==> config.mk <==
export PLATFORM = sky130hd
export DESIGN_NAME = stopwatch_btn_ctrl_flat
export DESIGN_NICKNAME = d
export VERILOG_FILES = /design/src/rtl/stopwatch_btn_ctrl_if.sv /design/src/rtl/stopwatch_btn_ctrl.sv /design/src/flat_wrapper.sv
export SDC_FILE = /design/constraint.sdc
export NUM_CORES = 1
export LEC_CHECK = 0
export BUFFER_PORTS_ARGS = -buffer_cell sky130_fd_sc_hd__clkbuf_2
export CAP_MARGIN = 5
export CORE_ASPECT_RATIO = 1.1
export CORE_MARGIN = 2
export CORE_UTILIZATION = 36
export CTS_CLUSTER_SIZE = 12
export DETAILED_ROUTE_END_ITERATION = 12
export PLACE_DENSITY = 0.64
export SLEW_MARGIN = 10
export SYNTH_ARGS = -nofsm -noshare
export SYNTH_HDL_FRONTEND = slang
export SYNTH_SLANG_ARGS = --single-unit
==> constraint.sdc <==
create_clock -name clk_d -period 2.5 [get_ports clk_d]
set_input_delay 0.125 -clock clk_d [delete_from_list [all_inputs] [get_ports clk_d]]
set_output_delay 0.125 -clock clk_d [all_outputs]
set_load 0.02 [all_outputs]
==> src/rtl/stopwatch_btn_ctrl_if.sv <==
// rtl/stopwatch_btn_ctrl_if.sv - button/datapath signal bundle for the stopwatch control FSM
//
// Purpose: groups the two debounced button levels and the counter/display
// control outputs of stopwatch_btn_ctrl.
// Signals:
//   pb_ss     start/stop button level, active high
//   pb_lr     lap/reset button level, active high
//   count_en  time counter advances when 1
//   disp_hold display frozen at lap value when 1
//   clr       one-cycle pulse zeroing the time counter
//   state     FSM state: IDLE=00, RUN=01, LAP=10, STOP=11
// Modports:
//   master  environment side (drives buttons, observes controls)
//   slave   controller side (samples buttons, drives controls)

interface stopwatch_btn_ctrl_if;
    logic       pb_ss;
    logic       pb_lr;
    logic       count_en;
    logic       disp_hold;
    logic       clr;
    logic [1:0] state;

    modport master (
        output pb_ss,
        output pb_lr,
        input  count_en,
        input  disp_hold,
        input  clr,
        input  state
    );

    modport slave (
        input  pb_ss,
        input  pb_lr,
        output count_en,
        output disp_hold,
        output clr,
        output state
    );
endinterface

==> src/rtl/stopwatch_btn_ctrl.sv <==
// rtl/stopwatch_btn_ctrl.sv - stopwatch button control FSM with lap/reset long-press detection
//
// Purpose: turns debounced start/stop and lap/reset levels into edge events,
// times long presses of lap/reset, and sequences IDLE/RUN/LAP/STOP, driving
// count enable, display freeze and a one-cycle counter clear.
// Ports:
//   clk_d  slow system clock (same as the debouncers)
//   rst_n  asynchronous active-low reset
//   bus    stopwatch_btn_ctrl_if.slave: pb_ss, pb_lr in; count_en,
//          disp_hold, clr, state out (all outputs registered)
// Parameters:
//   LONG_CYC  consecutive high samples of pb_lr that make a long press (2..255)
//   HW        hold counter width, 2**HW > LONG_CYC

module stopwatch_btn_ctrl #(
    parameter int LONG_CYC = 200,
    parameter int HW       = 8
) (
    input  logic                 clk_d,
    input  logic                 rst_n,
    stopwatch_btn_ctrl_if.slave  bus
);

    typedef enum logic [1:0] {
        IDLE = 2'b00,
        RUN  = 2'b01,
        LAP  = 2'b10,
        STOP = 2'b11
    } state_t;

    localparam logic [HW-1:0] HOLD_LAST = HW'(LONG_CYC - 1);
    localparam logic [HW-1:0] HOLD_ONE  = HW'(1);

    state_t        state_q, state_d;
    logic          ss_q, lr_q;
    logic          armed, armed_d;
    logic [HW-1:0] hold_cnt, hold_cnt_d;
    logic          count_en_q, disp_hold_q, clr_q;
    logic          clr_ev;

    logic ss_rise, lr_rise, lr_fall;
    logic long_ev, short_ev;

    assign ss_rise  = bus.pb_ss & ~ss_q;
    assign lr_rise  = bus.pb_lr & ~lr_q;
    assign lr_fall  = ~bus.pb_lr & lr_q;

    // The rise cycle counts as the first high sample, so the terminal compare
    // is against LONG_CYC-1 rather than LONG_CYC.
    assign long_ev  = armed & bus.pb_lr & (hold_cnt == HOLD_LAST);
    assign short_ev = armed & lr_fall;

    always_comb begin
        state_d    = state_q;
        armed_d    = armed;
        hold_cnt_d = hold_cnt;
        clr_ev     = 1'b0;

        case (state_q)
            IDLE: begin
                if (ss_rise) begin
                    state_d = RUN;
                end
            end
            RUN, LAP: begin
                if (ss_rise) begin
                    state_d    = STOP;
                    armed_d    = 1'b0;
                    hold_cnt_d = '0;
                end else if (long_ev) begin
                    state_d    = IDLE;
                    clr_ev     = 1'b1;
                    armed_d    = 1'b0;
                    hold_cnt_d = '0;
                end else if (short_ev) begin
                    state_d    = (state_q == RUN) ? LAP : RUN;
                    armed_d    = 1'b0;
                    hold_cnt_d = '0;
                end else if (lr_rise) begin
                    armed_d    = 1'b1;
                    hold_cnt_d = HOLD_ONE;
                end else if (armed && bus.pb_lr) begin
                    hold_cnt_d = hold_cnt + HOLD_ONE;
                end
            end
            STOP: begin
                if (ss_rise) begin
                    state_d = RUN;
                end else if (lr_rise) begin
                    state_d = IDLE;
                    clr_ev  = 1'b1;
                end
            end
            default: begin
                state_d    = IDLE;
                armed_d    = 1'b0;
                hold_cnt_d = '0;
            end
        endcase
    end

    // Previous-level regs reset high so a button held through reset release
    // produces no edge.
    always_ff @(posedge clk_d or negedge rst_n) begin
        if (!rst_n) begin
            state_q     <= IDLE;
            ss_q        <= 1'b1;
            lr_q        <= 1'b1;
            armed       <= 1'b0;
            hold_cnt    <= '0;
            count_en_q  <= 1'b0;
            disp_hold_q <= 1'b0;
            clr_q       <= 1'b0;
        end else begin
            state_q     <= state_d;
            ss_q        <= bus.pb_ss;
            lr_q        <= bus.pb_lr;
            armed       <= armed_d;
            hold_cnt    <= hold_cnt_d;
            count_en_q  <= (state_d == RUN) || (state_d == LAP);
            disp_hold_q <= (state_d == LAP);
            clr_q       <= clr_ev;
        end
    end

    assign bus.count_en  = count_en_q;
    assign bus.disp_hold = disp_hold_q;
    assign bus.clr       = clr_q;
    assign bus.state     = state_q;

endmodule

==> src/flat_wrapper.sv <==
// flat-port wrapper written by rule: the top's interface ports become plain ports
module stopwatch_btn_ctrl_flat 
#(
    parameter int LONG_CYC = 200,
    parameter int HW       = 8
)
  (clk_d, rst_n, bus_pb_ss, bus_pb_lr, bus_count_en, bus_disp_hold, bus_clr, bus_state);
  stopwatch_btn_ctrl_if bus_i ();
  input  logic clk_d;
  input  logic rst_n;
  input wire logic [$bits(bus_i.pb_ss)-1:0] bus_pb_ss;
  input wire logic [$bits(bus_i.pb_lr)-1:0] bus_pb_lr;
  output wire logic [$bits(bus_i.count_en)-1:0] bus_count_en;
  output wire logic [$bits(bus_i.disp_hold)-1:0] bus_disp_hold;
  output wire logic [$bits(bus_i.clr)-1:0] bus_clr;
  output wire logic [$bits(bus_i.state)-1:0] bus_state;
  assign bus_i.pb_ss = bus_pb_ss;
  assign bus_i.pb_lr = bus_pb_lr;
  assign bus_count_en = bus_i.count_en;
  assign bus_disp_hold = bus_i.disp_hold;
  assign bus_clr = bus_i.clr;
  assign bus_state = bus_i.state;
  stopwatch_btn_ctrl #(.LONG_CYC(LONG_CYC), .HW(HW)) u_core (.clk_d(clk_d), .rst_n(rst_n), .bus(bus_i));
endmodule
==> results of run 1 <==
## cell type report
class                           instances  area, µm²  area share, %
Timing Repair Buffer                   11       70.1           6.74
Tap cell                               31       38.8           3.73
Inverter                                5       18.8           1.81
Multi-Input combinational cell         68        473           45.5
Clock buffer                            4       36.3           3.49
Sequential cell                        16        403           38.7
## synth_stat cells (2+ instances only)
| cell type | instances |
|---|---|
| a21oi_1 | 10 |
| nand4_1 | 2 |
| xnor2_1 | 4 |
| dfrtp_1 | 14 |
| nor2_1 | 4 |
| dfstp_2 | 2 |
| or4_1 | 2 |
| a21o_1 | 2 |
| mux2i_1 | 2 |
| o31ai_1 | 5 |
| nand2_1 | 10 |
| ha_1 | 5 |
| nand2b_1 | 3 |
| inv_1 | 5 |
| nand3_1 | 2 |
| a22oi_1 | 2 |
## sequential cells by signal (all words and copies together) (netlist names)
signal	count
u_core.hold_cnt	8
u_core.bus.state	2
u_core.armed	1
u_core.bus.clr	1
u_core.bus.count_en	1
u_core.bus.disp_hold	1
u_core.lr_q	1
u_core.ss_q	1
## per-stage QoR
stage | power (mW) | utilization (%)
floorplan | 0.717 | -
global placement | 0.814 | 39.8
detailed placement | 0.826 | 39.8
CTS | 1.01 | 42.5
global route | 1.10 | 42.5
finish | 0.994 | 42.5
## layer usage
layer | wire (µm) | global-route usage, %
met1 | 792 | 20.8
met5 | 0 | 0
met2 | 839 | 21.1
met4 | 23 | 10.2
met3 | 68 | 2.39
## timing repair
item | CTS | global route
endpoints found under the hold margin | 16 | 0
hold buffers | 3 | 0
gates resized for setup | 0 | 0
## worst reg2reg max path, cell delays in order (launching register included)
cell and delay (ps):
dfrtp_1 430, inv_1 90, ha_1 510, and3b_1 210, o22ai_1 80, a22oi_1 190
a21oi_1 70, ha_1 290, inv_1 30
## power by group through the flow
stage,Combinational [mW],Clock (mW),Sequential [mW]
6_report,0.443,0.169,0.382
5_1_grt,0.510,0.192,0.395
4_1_cts,0.447,0.180,0.382
3_5_place_dp,0.439,0,0.386
3_3_place_gp,0.429,0,0.384
2_1_floorplan,0.305,0,0.412
## placed cells by master (no fill, tap or decap), drive strengths merged, types with 2 or more instances in the layout
cell / count
a21o: 2
a21oi: 10
a22oi: 2
clkbuf: 12
dfrtp: 14
dfstp: 2
dlygate4sd3: 3
ha: 5
inv: 5
mux2i: 2
nand2: 10
nand2b: 3
nand3: 2
nand4: 2
nor2: 4
o31ai: 5
or4: 2
xnor2: 4
## worst paths after layout
kind | cells after the start | endpoint | slack (ps)
min reg2reg | 2 | u_core.hold_cnt[7] | 560
max | 8 | u_core.bus.count_en | 510
max in group asynchronous | 2 | u_core.lr_q | 1890
max reg2reg | 8 | u_core.bus.count_en | 510
min | 2 | u_core.bus.state[1] | 290
min in group clk_d | 2 | u_core.ss_q | 510
## cells by family (layout without fill, tap and decap cells)
family                     count (synthesis)  in the layout  share of synthesized area (%)
AOI/OAI and AO/OA                         25             25                           19.7
xor gates and xnor gates                   4              4                           3.88
buffers and inverters                      7             20                           3.05
DFF                                       16             16                           44.6
muxes                                      2              2                           2.22
and+or+nand+nor                           32             32                           19.7
adders and majority gates                  5              5                           6.93
==> flow_metrics.env, run 1 <==
export IMPL_status="finished, final reports clean"
export IMPL_instances_no_fill=135
export IMPL_endpoint_kind="flop"
export IMPL_area_delta_synth_final_pct=15.1
export IMPL_r2r_start="u_core.bus.state[0]"
export IMPL_clkPwrFrac_pct=17.0
export IMPL_antenna_found_initial=0
export IMPL_crit_type="reg -> reg"
export IMPL_cp_max_fo=12
export IMPL_antenna_cells=0
export IMPL_synthTopCellsByArea="dfrtp_1 39%, ha_1 6.9%, dfstp_2 5.8%"
export IMPL_numPortBuffers=8
export IMPL_post_route_period_util_pct=79.5
export IMPL_synthArstFlopShare_pct=100
export IMPL_wl_um=1720
export IMPL_net_switching_power_mw=0.405
export IMPL_drv_slew=0
export IMPL_dp_cells=128
export IMPL_critPathArrivalTime_ps=2180
export IMPL_swShare_pct=40.8
export IMPL_fin_tns_setup_ps=0
export IMPL_p_int_mw=0.588
export IMPL_die_area_um2=2930
export IMPL_critPathLaunch="u_core.bus.state[0]"
export IMPL_p_comb_share_pct=44.6
export IMPL_setup_ws_ps=514
export IMPL_pre_cts_slack_ps=527
export IMPL_syn_nets=100
export IMPL_rsz0062_at_grt="no"
export IMPL_die_w_um=51.8
export IMPL_grt_max_degree=17
export IMPL_coreArea_um2=2450
export IMPL_synth_edff_count=0
export IMPL_syn_area_per_cell_um2=9.93
export IMPL_hp_class="in -> async"
export IMPL_die_h_um=56.5
export IMPL_vdd_ir_drop_worst_mv=0.380
export IMPL_gp_congestion=0.765
export IMPL_fp_row_count=19
export IMPL_start_util_pct=36.9
export IMPL_synth_area_um2=903
export IMPL_grt_pass1_wl_um=3170
export IMPL_synth_warnings=0
export IMPL_dpl_hpwl_um=1260
export IMPL_critPathLaunchType="flop"
export IMPL_p_leak_nw=0.466
export IMPL_crit_slowest_cell="ha_1"
export IMPL_cap_violations=0
export IMPL_hold_viol_final=0
export IMPL_cts_root_buffer="clkbuf_4"
export IMPL_synth_seq_cells=16
export IMPL_cp_required_ps=2690
export IMPL_cts_buffer_depth=2
export IMPL_cts_buffers=3
export IMPL_insertion_delay_ps=280
export IMPL_clock_sinks=16
export IMPL_grt_pass1_vias=699
export IMPL_synth_cells=91
export IMPL_critPathMaxStageDelay_ps=510
export IMPL_first_pass_iters=4
export IMPL_grt_usage_pct=15.0
export IMPL_crit_buf_inv=2
export IMPL_routedWlPerCell_um=12.8
export IMPL_cts_htree_levels=1
export IMPL_path_clk_slew_ps=90
export IMPL_vias_per_cell=5.33
export IMPL_dr_total_vias=720
export IMPL_drcViolationCount=0
export IMPL_synthFlopType="dfrtp_1"
export IMPL_io_pin_count=9
export IMPL_crit_family="adder cells"
export IMPL_skew_ps=1.84
export IMPL_drive_above_1_share_pct=17.3
export IMPL_cp_cell_sequence="inv_1, ha_1, and3b_1, o22ai_1, a22oi_1, a21oi_1, ha_1, inv_1"
export IMPL_grt_ovfl_total=0
export IMPL_drt_iter0_drc=15
export IMPL_clock_fmax_mhz=503
export IMPL_cts_tree="done"
export IMPL_worst_pin_slew_ps=490
export IMPL_fin_area_um2=1040
export IMPL_ant_nets=0
export IMPL_nNetsFinal=114
export IMPL_cts_setup_buffers=0
export IMPL_synth_top_area_cell="dfrtp_1"
export IMPL_p_seq_share_pct=38.4
export IMPL_synth_seq_area_share_pct=44.6
export IMPL_setup_viol_count_final=0
export IMPL_fillers=244
export IMPL_p_per_area_nw_per_um2=956
export IMPL_synth_distinct_cells=33
export IMPL_fin_crit_ps=1990
export IMPL_netlist_area_leader_share_pct=38.8
export IMPL_timing_slew_headroom_pct=66.4
export IMPL_hold_slack_ps=293
export IMPL_post_dp_cell_area_um2=973
(Power assumes the default switching activity.)
==> inputs of run 2 (changes only) <==
==> constraint.sdc (replaced) <==
create_clock -name clk_d -period 2 [get_ports clk_d]
set_input_delay 0.1 -clock clk_d [delete_from_list [all_inputs] [get_ports clk_d]]
set_output_delay 0.1 -clock clk_d [all_outputs]
set_load 0.02 [all_outputs]
==> run 2 against run 1 <==
Against the previous run: design area is 2.4% higher; utilization is 1.0 points higher; critical path type unchanged; routed wire length is 0.35% lower; cell count is 2.2% higher; highest routed layer unchanged; combinational power is 33% higher; clock skew is 0.75 ps higher; critical path depth stayed put; setup slack worse by 330 ps; sequential cell count stayed put; first-iteration DRC count is 40% lower; total power is 28% higher; critical endpoint unchanged; register-to-register slack worse by 330 ps.
==> flow_metrics.env, run 2 (synthesis results as in run 1) <==
export IMPL_status="finished, final reports clean"
export IMPL_cts_tree="done"
export IMPL_hold_slack_ps=254
export IMPL_gp_congestion=0.799
export IMPL_hold_viol_final=0
export IMPL_post_route_period_util_pct=90.8
export IMPL_vdd_ir_drop_worst_mv=0.679
export IMPL_ant_nets=0
export IMPL_clock_sinks=16
export IMPL_dr_total_vias=741
export IMPL_antenna_found_initial=0
export IMPL_cts_htree_levels=1
export IMPL_grt_usage_pct=14.2
export IMPL_die_h_um=56.5
export IMPL_grt_pass1_wl_um=3060
export IMPL_dpl_hpwl_um=1360
export IMPL_antenna_cells=0
export IMPL_numPortBuffers=8
export IMPL_met3_usage_pct=2.39
export IMPL_io_pin_count=9
export IMPL_timing_slew_headroom_pct=64.4
export IMPL_insertion_delay_ps=290
export IMPL_busiest_layer="met2"
export IMPL_cts_buffer_depth=2
export IMPL_skew_ps=2.60
export IMPL_drcViolationCount=0
export IMPL_drt_iter0_drc=9
export IMPL_setup_viol_count_final=0
export IMPL_critPathArrivalTime_ps=2010
export IMPL_final_common_cell="dfrtp_1"
export IMPL_regMostFlops="u_core.hold_cnt"
export IMPL_vias_per_cell=5.37
export IMPL_r2r_end="u_core.bus.count_en"
export IMPL_critPathLaunch="u_core.bus.state[1]"
export IMPL_fin_tns_setup_ps=0
export IMPL_grt_max_degree=17
export IMPL_drv_slew=0
export IMPL_fp_row_count=19
export IMPL_grt_pass1_vias=729
export IMPL_path_clk_slew_ps=90
export IMPL_area_sequential_um2=403
export IMPL_largest_reg_flops=8
export IMPL_p_per_area_nw_per_um2=1200
export IMPL_final_cell_mix="14 x dfrtp_1, 10 x nand2_1, 10 x a21oi_1"
export IMPL_start_util_pct=36.9
export IMPL_die_w_um=51.8
export IMPL_nNetsFinal=117
export IMPL_first_pass_iters=4
export IMPL_coreArea_um2=2450
export IMPL_clock_fmax_mhz=551
export IMPL_drive_above_1_share_pct=20.6
export IMPL_worst_pin_slew_ps=519
export IMPL_endpoint_kind="flop"
export IMPL_crit_type="reg -> reg"
export IMPL_rr_worst_depth=8
export IMPL_cts_root_buffer="clkbuf_4"
export IMPL_grtUsageMet1_pct=17.2
export IMPL_p_leak_nw=0.479
export IMPL_routedWlPerCell_um=12.4
export IMPL_grt_ovfl_total=0
export IMPL_r2r_start="u_core.bus.state[1]"
export IMPL_area_delta_synth_final_pct=17.9
export IMPL_cts_buffers=3
export IMPL_cp_required_ps=2190
export IMPL_reg2reg_slack_ps=180
export IMPL_cap_violations=0
export IMPL_wl_um=1720
export IMPL_met2_usage_pct=22.7
export IMPL_multiInputGateArea_um2=475
export IMPL_fin_crit_ps=1820
export IMPL_hp_class="in -> async"
export IMPL_rsz0062_at_grt="no"
export IMPL_fillers=241
export IMPL_critPathLaunchType="flop"
export IMPL_die_area_um2=2930
export IMPL_cp_max_fo=8
## run 2: changes by cell type in the layout (fill, tap and decap cells not counted), sizes merged
cell,before,now
buf,0,3
## run 2: power by group
part           total, mW  internal, mW  switching, mW
logic              0.587         0.248          0.339
clock network      0.212         0.111          0.101
registers          0.478         0.403         0.0740
total               1.28         0.762          0.514
## run 2: layout make-up
class / instances / area share (%)
flip-flops and latches: 16 / 37.8
repair buffers: 14 / 8.70
clock buffers: 4 / 3.41
multi-input cells: 68 / 44.7
inverters: 5 / 1.76
well taps: 31 / 3.64
## run 2: what timing repair did
| item | in CTS | in global routing |
|---|---|---|
| hold endpoints to repair | 16 | 0 |
| hold buffers | 3 | 0 |
| setup endpoints to repair | 0 | 2 |
| resized for setup | 0 | 1 |
| setup buffers | 0 | 0 |
## run 2: worst max path at each step
stage | endpoint | slack (ps) | cells past startpoint
floorplan | u_core.bus.count_en | 70 | 9
global placement | u_core.hold_cnt[7] | 200 | 6
detailed placement | u_core.bus.count_en | 140 | 8
CTS | u_core.bus.count_en | 130 | 8
global route | u_core.hold_cnt[7] | 30 | 6
finish | u_core.bus.count_en | 180 | 8
## run 2: critical path: stages (launching register included)
cell	delay [ps]
dfrtp_1	420
inv_1	80
ha_2	400
and3b_1	170
o22ai_1	70
a22oi_1	200
a21oi_1	70
ha_1	280
inv_1	30
## run 2: metal layers
metal | share of wire (%) | up-vias
li1 | - | 364
met1 | 46 | 351
met5 | 0 | -
met3 | 4.4 | 5
met4 | 2.5 | 0
met2 | 47 | 21
## run 2: stage by stage
step	instances	cell area [µm²]	total power, mW	util [%]	setup slack [ps]
CTS	138	1060	1.29	43.4	125
floorplan	91	905	0.900	-	65.9
global placement	131	996	1.05	40.7	201
global route	138	1060	1.38	43.5	30.0
finish	138	1060	1.28	43.5	184
detailed placement	131	996	1.07	40.7	143
==> inputs of run 3 (changes only) <==
--- a/config.mk
+++ b/config.mk
@@ -7,7 +7,7 @@
 export LEC_CHECK = 0
 export BUFFER_PORTS_ARGS = -buffer_cell sky130_fd_sc_hd__clkbuf_2
 export CAP_MARGIN = 5
-export CORE_ASPECT_RATIO = 1.1
+export CORE_ASPECT_RATIO = 0.8
 export CORE_MARGIN = 2
 export CORE_UTILIZATION = 36
 export CTS_CLUSTER_SIZE = 12
==> run 3 against run 2 <==
Against the previous run: total power grew 1.7%; design area grew 1.3%; die area is essentially flat; clock skew shrank 1.2 ps; global-route usage grew 0.25 points; largest power group unchanged.
==> flow_metrics.env, run 3 (synthesis results as in run 1) <==
export IMPL_final_common_cell="dfrtp_1"
export IMPL_grt_pass1_wl_um=3110
export IMPL_skew_ps=1.43
export IMPL_cts_htree_levels=1
export IMPL_p_seq_share_pct=35.5
export IMPL_wl_um=1860
export IMPL_crit_family="adder cells"
export IMPL_grt_max_degree=17
export IMPL_net_switching_power_mw=0.530
export IMPL_clkPwrFrac_pct=16.8
export IMPL_worst_pin_slew_ps=531
export IMPL_drcViolationCount=0
export IMPL_fin_util_pct=44.5
export IMPL_post_route_period_util_pct=90.8
export IMPL_drive_above_1_share_pct=21.3
export IMPL_cp_max_fo=4
export IMPL_p_per_area_nw_per_um2=1200
export IMPL_p_comb_share_pct=47.7
export IMPL_coreArea_um2=2420
export IMPL_drv_slew=0
export IMPL_routedWlPerCell_um=12.9
export IMPL_rsz0062_at_grt="no"
export IMPL_path_clk_slew_ps=90
export IMPL_hp_class="in -> async"
export IMPL_hold_viol_final=0
export IMPL_start_util_pct=37.3
export IMPL_cts_buffer_depth=2
export IMPL_p_int_mw=0.768
export IMPL_nNetsFinal=118
export IMPL_cap_violations=0
export IMPL_ant_nets=0
export IMPL_die_h_um=48.8
export IMPL_hold_slack_ps=248
export IMPL_rr_worst_depth=7
export IMPL_reg2reg_slack_ps=180
export IMPL_cp_required_ps=2200
export IMPL_timing_slew_headroom_pct=63.6
export IMPL_largest_reg_flops=8
export IMPL_cts_tree="done"
export IMPL_die_w_um=60.0
export IMPL_grt_usage_pct=14.4
export IMPL_insertion_delay_ps=300
export IMPL_clock_sinks=16
export IMPL_fin_tns_setup_ps=0
export IMPL_endpoint_kind="flop"
export IMPL_gp_congestion=0.747
export IMPL_crit_type="reg -> reg"
export IMPL_critPathLaunchType="flop"
export IMPL_critPathArrivalTime_ps=2020
export IMPL_post_dp_cell_area_um2=1010
export IMPL_cts_root_buffer="clkbuf_4"
export IMPL_dpl_hpwl_um=1380
export IMPL_clock_fmax_mhz=551
export IMPL_final_cell_mix="14 x dfrtp_1, 10 x nand2_1, 10 x a21oi_1"
export IMPL_grt_ovfl_total=0
export IMPL_r2r_end="u_core.bus.count_en"
export IMPL_fp_row_count=16
export IMPL_area_delta_synth_final_pct=19.4
export IMPL_dr_total_vias=739
export IMPL_die_area_um2=2930
export IMPL_crit_slowest_cell="dfrtp_1"
export IMPL_status="finished, final reports clean"
export IMPL_cts_setup_buffers=0
export IMPL_r2r_start="u_core.bus.state[0]"
export IMPL_drt_iter0_drc=20
export IMPL_critPathMaxStageDelay_ps=390
export IMPL_fin_area_um2=1080
export IMPL_cp_cell_sequence="buf_4, ha_1, or3_1, a21oi_1, a21oi_1, ha_1, inv_1"
export IMPL_vdd_ir_drop_worst_mv=0.391
export IMPL_regMostFlops="u_core.hold_cnt"
export IMPL_crit_buf_inv=2
export IMPL_numPortBuffers=8
export IMPL_vias_per_cell=5.13
export IMPL_first_pass_iters=4
export IMPL_cts_buffers=3
export IMPL_antenna_cells=0
export IMPL_antenna_found_initial=0
export IMPL_grt_pass1_vias=694
export IMPL_p_leak_nw=0.484
export IMPL_setup_viol_count_final=0
export IMPL_fin_crit_ps=1820
export IMPL_io_pin_count=9
export IMPL_swShare_pct=40.8
==> run 3: cell count changes in the layout (fill, tap and decap cells not counted) <==
| cell | before | now |
|---|---|---|
| buf_4 | 3 | 4 |
==> run 3: through the flow <==
stage | power, mW | cells | setup WS, ps
final | 1.30 | 144 | 185
after global placement | 1.05 | 137 | 209
after detailed placement | 1.07 | 137 | 156
after floorplan | 0.900 | 91 | 65.9
after CTS | 1.29 | 144 | 124
after global routing | 1.41 | 144 | 44.2
==> run 3: worst register-to-register path, cell delays in order, from the launching register on <==
cell,delay (ps)
dfrtp_1,390
buf_4,150
ha_1,210
or3_1,370
a21oi_1,190
a21oi_1,100
ha_1,290
inv_1,40
==> run 3: routing by layer <==
metal	global-route usage [%]	vias up	wire length (µm)	part of all wire, %
li1	-	366	-	-
met1	19.1	348	877	47
met2	21.0	21	837	45
met3	6.63	4	111	6.0
met4	4.44	0	30	1.6
met5	0	-	0	0
==> run 3: timing repair <==
| item | CTS | global route |
|---|---|---|
| setup endpoints to repair | 0 | 2 |
| hold buffers | 3 | 0 |
| endpoints found under the hold margin | 16 | 0 |
| gates resized for setup | 0 | 1 |
==> run 3: how the worst max path moves through the flow <==
| stage | start | end | depth (start not counted) |
|---|---|---|---|
| after floorplan | u_core.bus.state[0] | u_core.bus.count_en | 9 |
| after global placement | u_core.bus.state[0] | u_core.bus.count_en | 7 |
| after detailed placement | u_core.bus.state[0] | u_core.bus.count_en | 8 |
| after CTS | u_core.bus.state[0] | u_core.bus.count_en | 8 |
| after global routing | u_core.bus.state[0] | u_core.bus.count_en | 8 |
| final | u_core.bus.state[0] | u_core.bus.count_en | 7 |
==> run 3: area by class of cell <==
| class | count | area, µm² |
|---|---|---|
| well taps | 36 | 45.0 |
| inverters | 5 | 18.8 |
| flip-flops and latches | 16 | 403 |
| multi-input cells | 68 | 475 |
| repair buffers | 15 | 100 |
| fillers | 232 | 1340 |
| clock buffers | 4 | 36.3 |
==> run 3: power groups by stage <==
stage          combinational (mW)  clock [mW]  sequential, mW
2_1_floorplan               0.386           0           0.514
6_report                    0.619       0.218           0.461
3_5_place_dp                0.601           0           0.467
3_3_place_gp                0.582           0           0.465
4_1_cts                     0.611       0.223           0.460
5_1_grt                     0.695       0.239           0.472
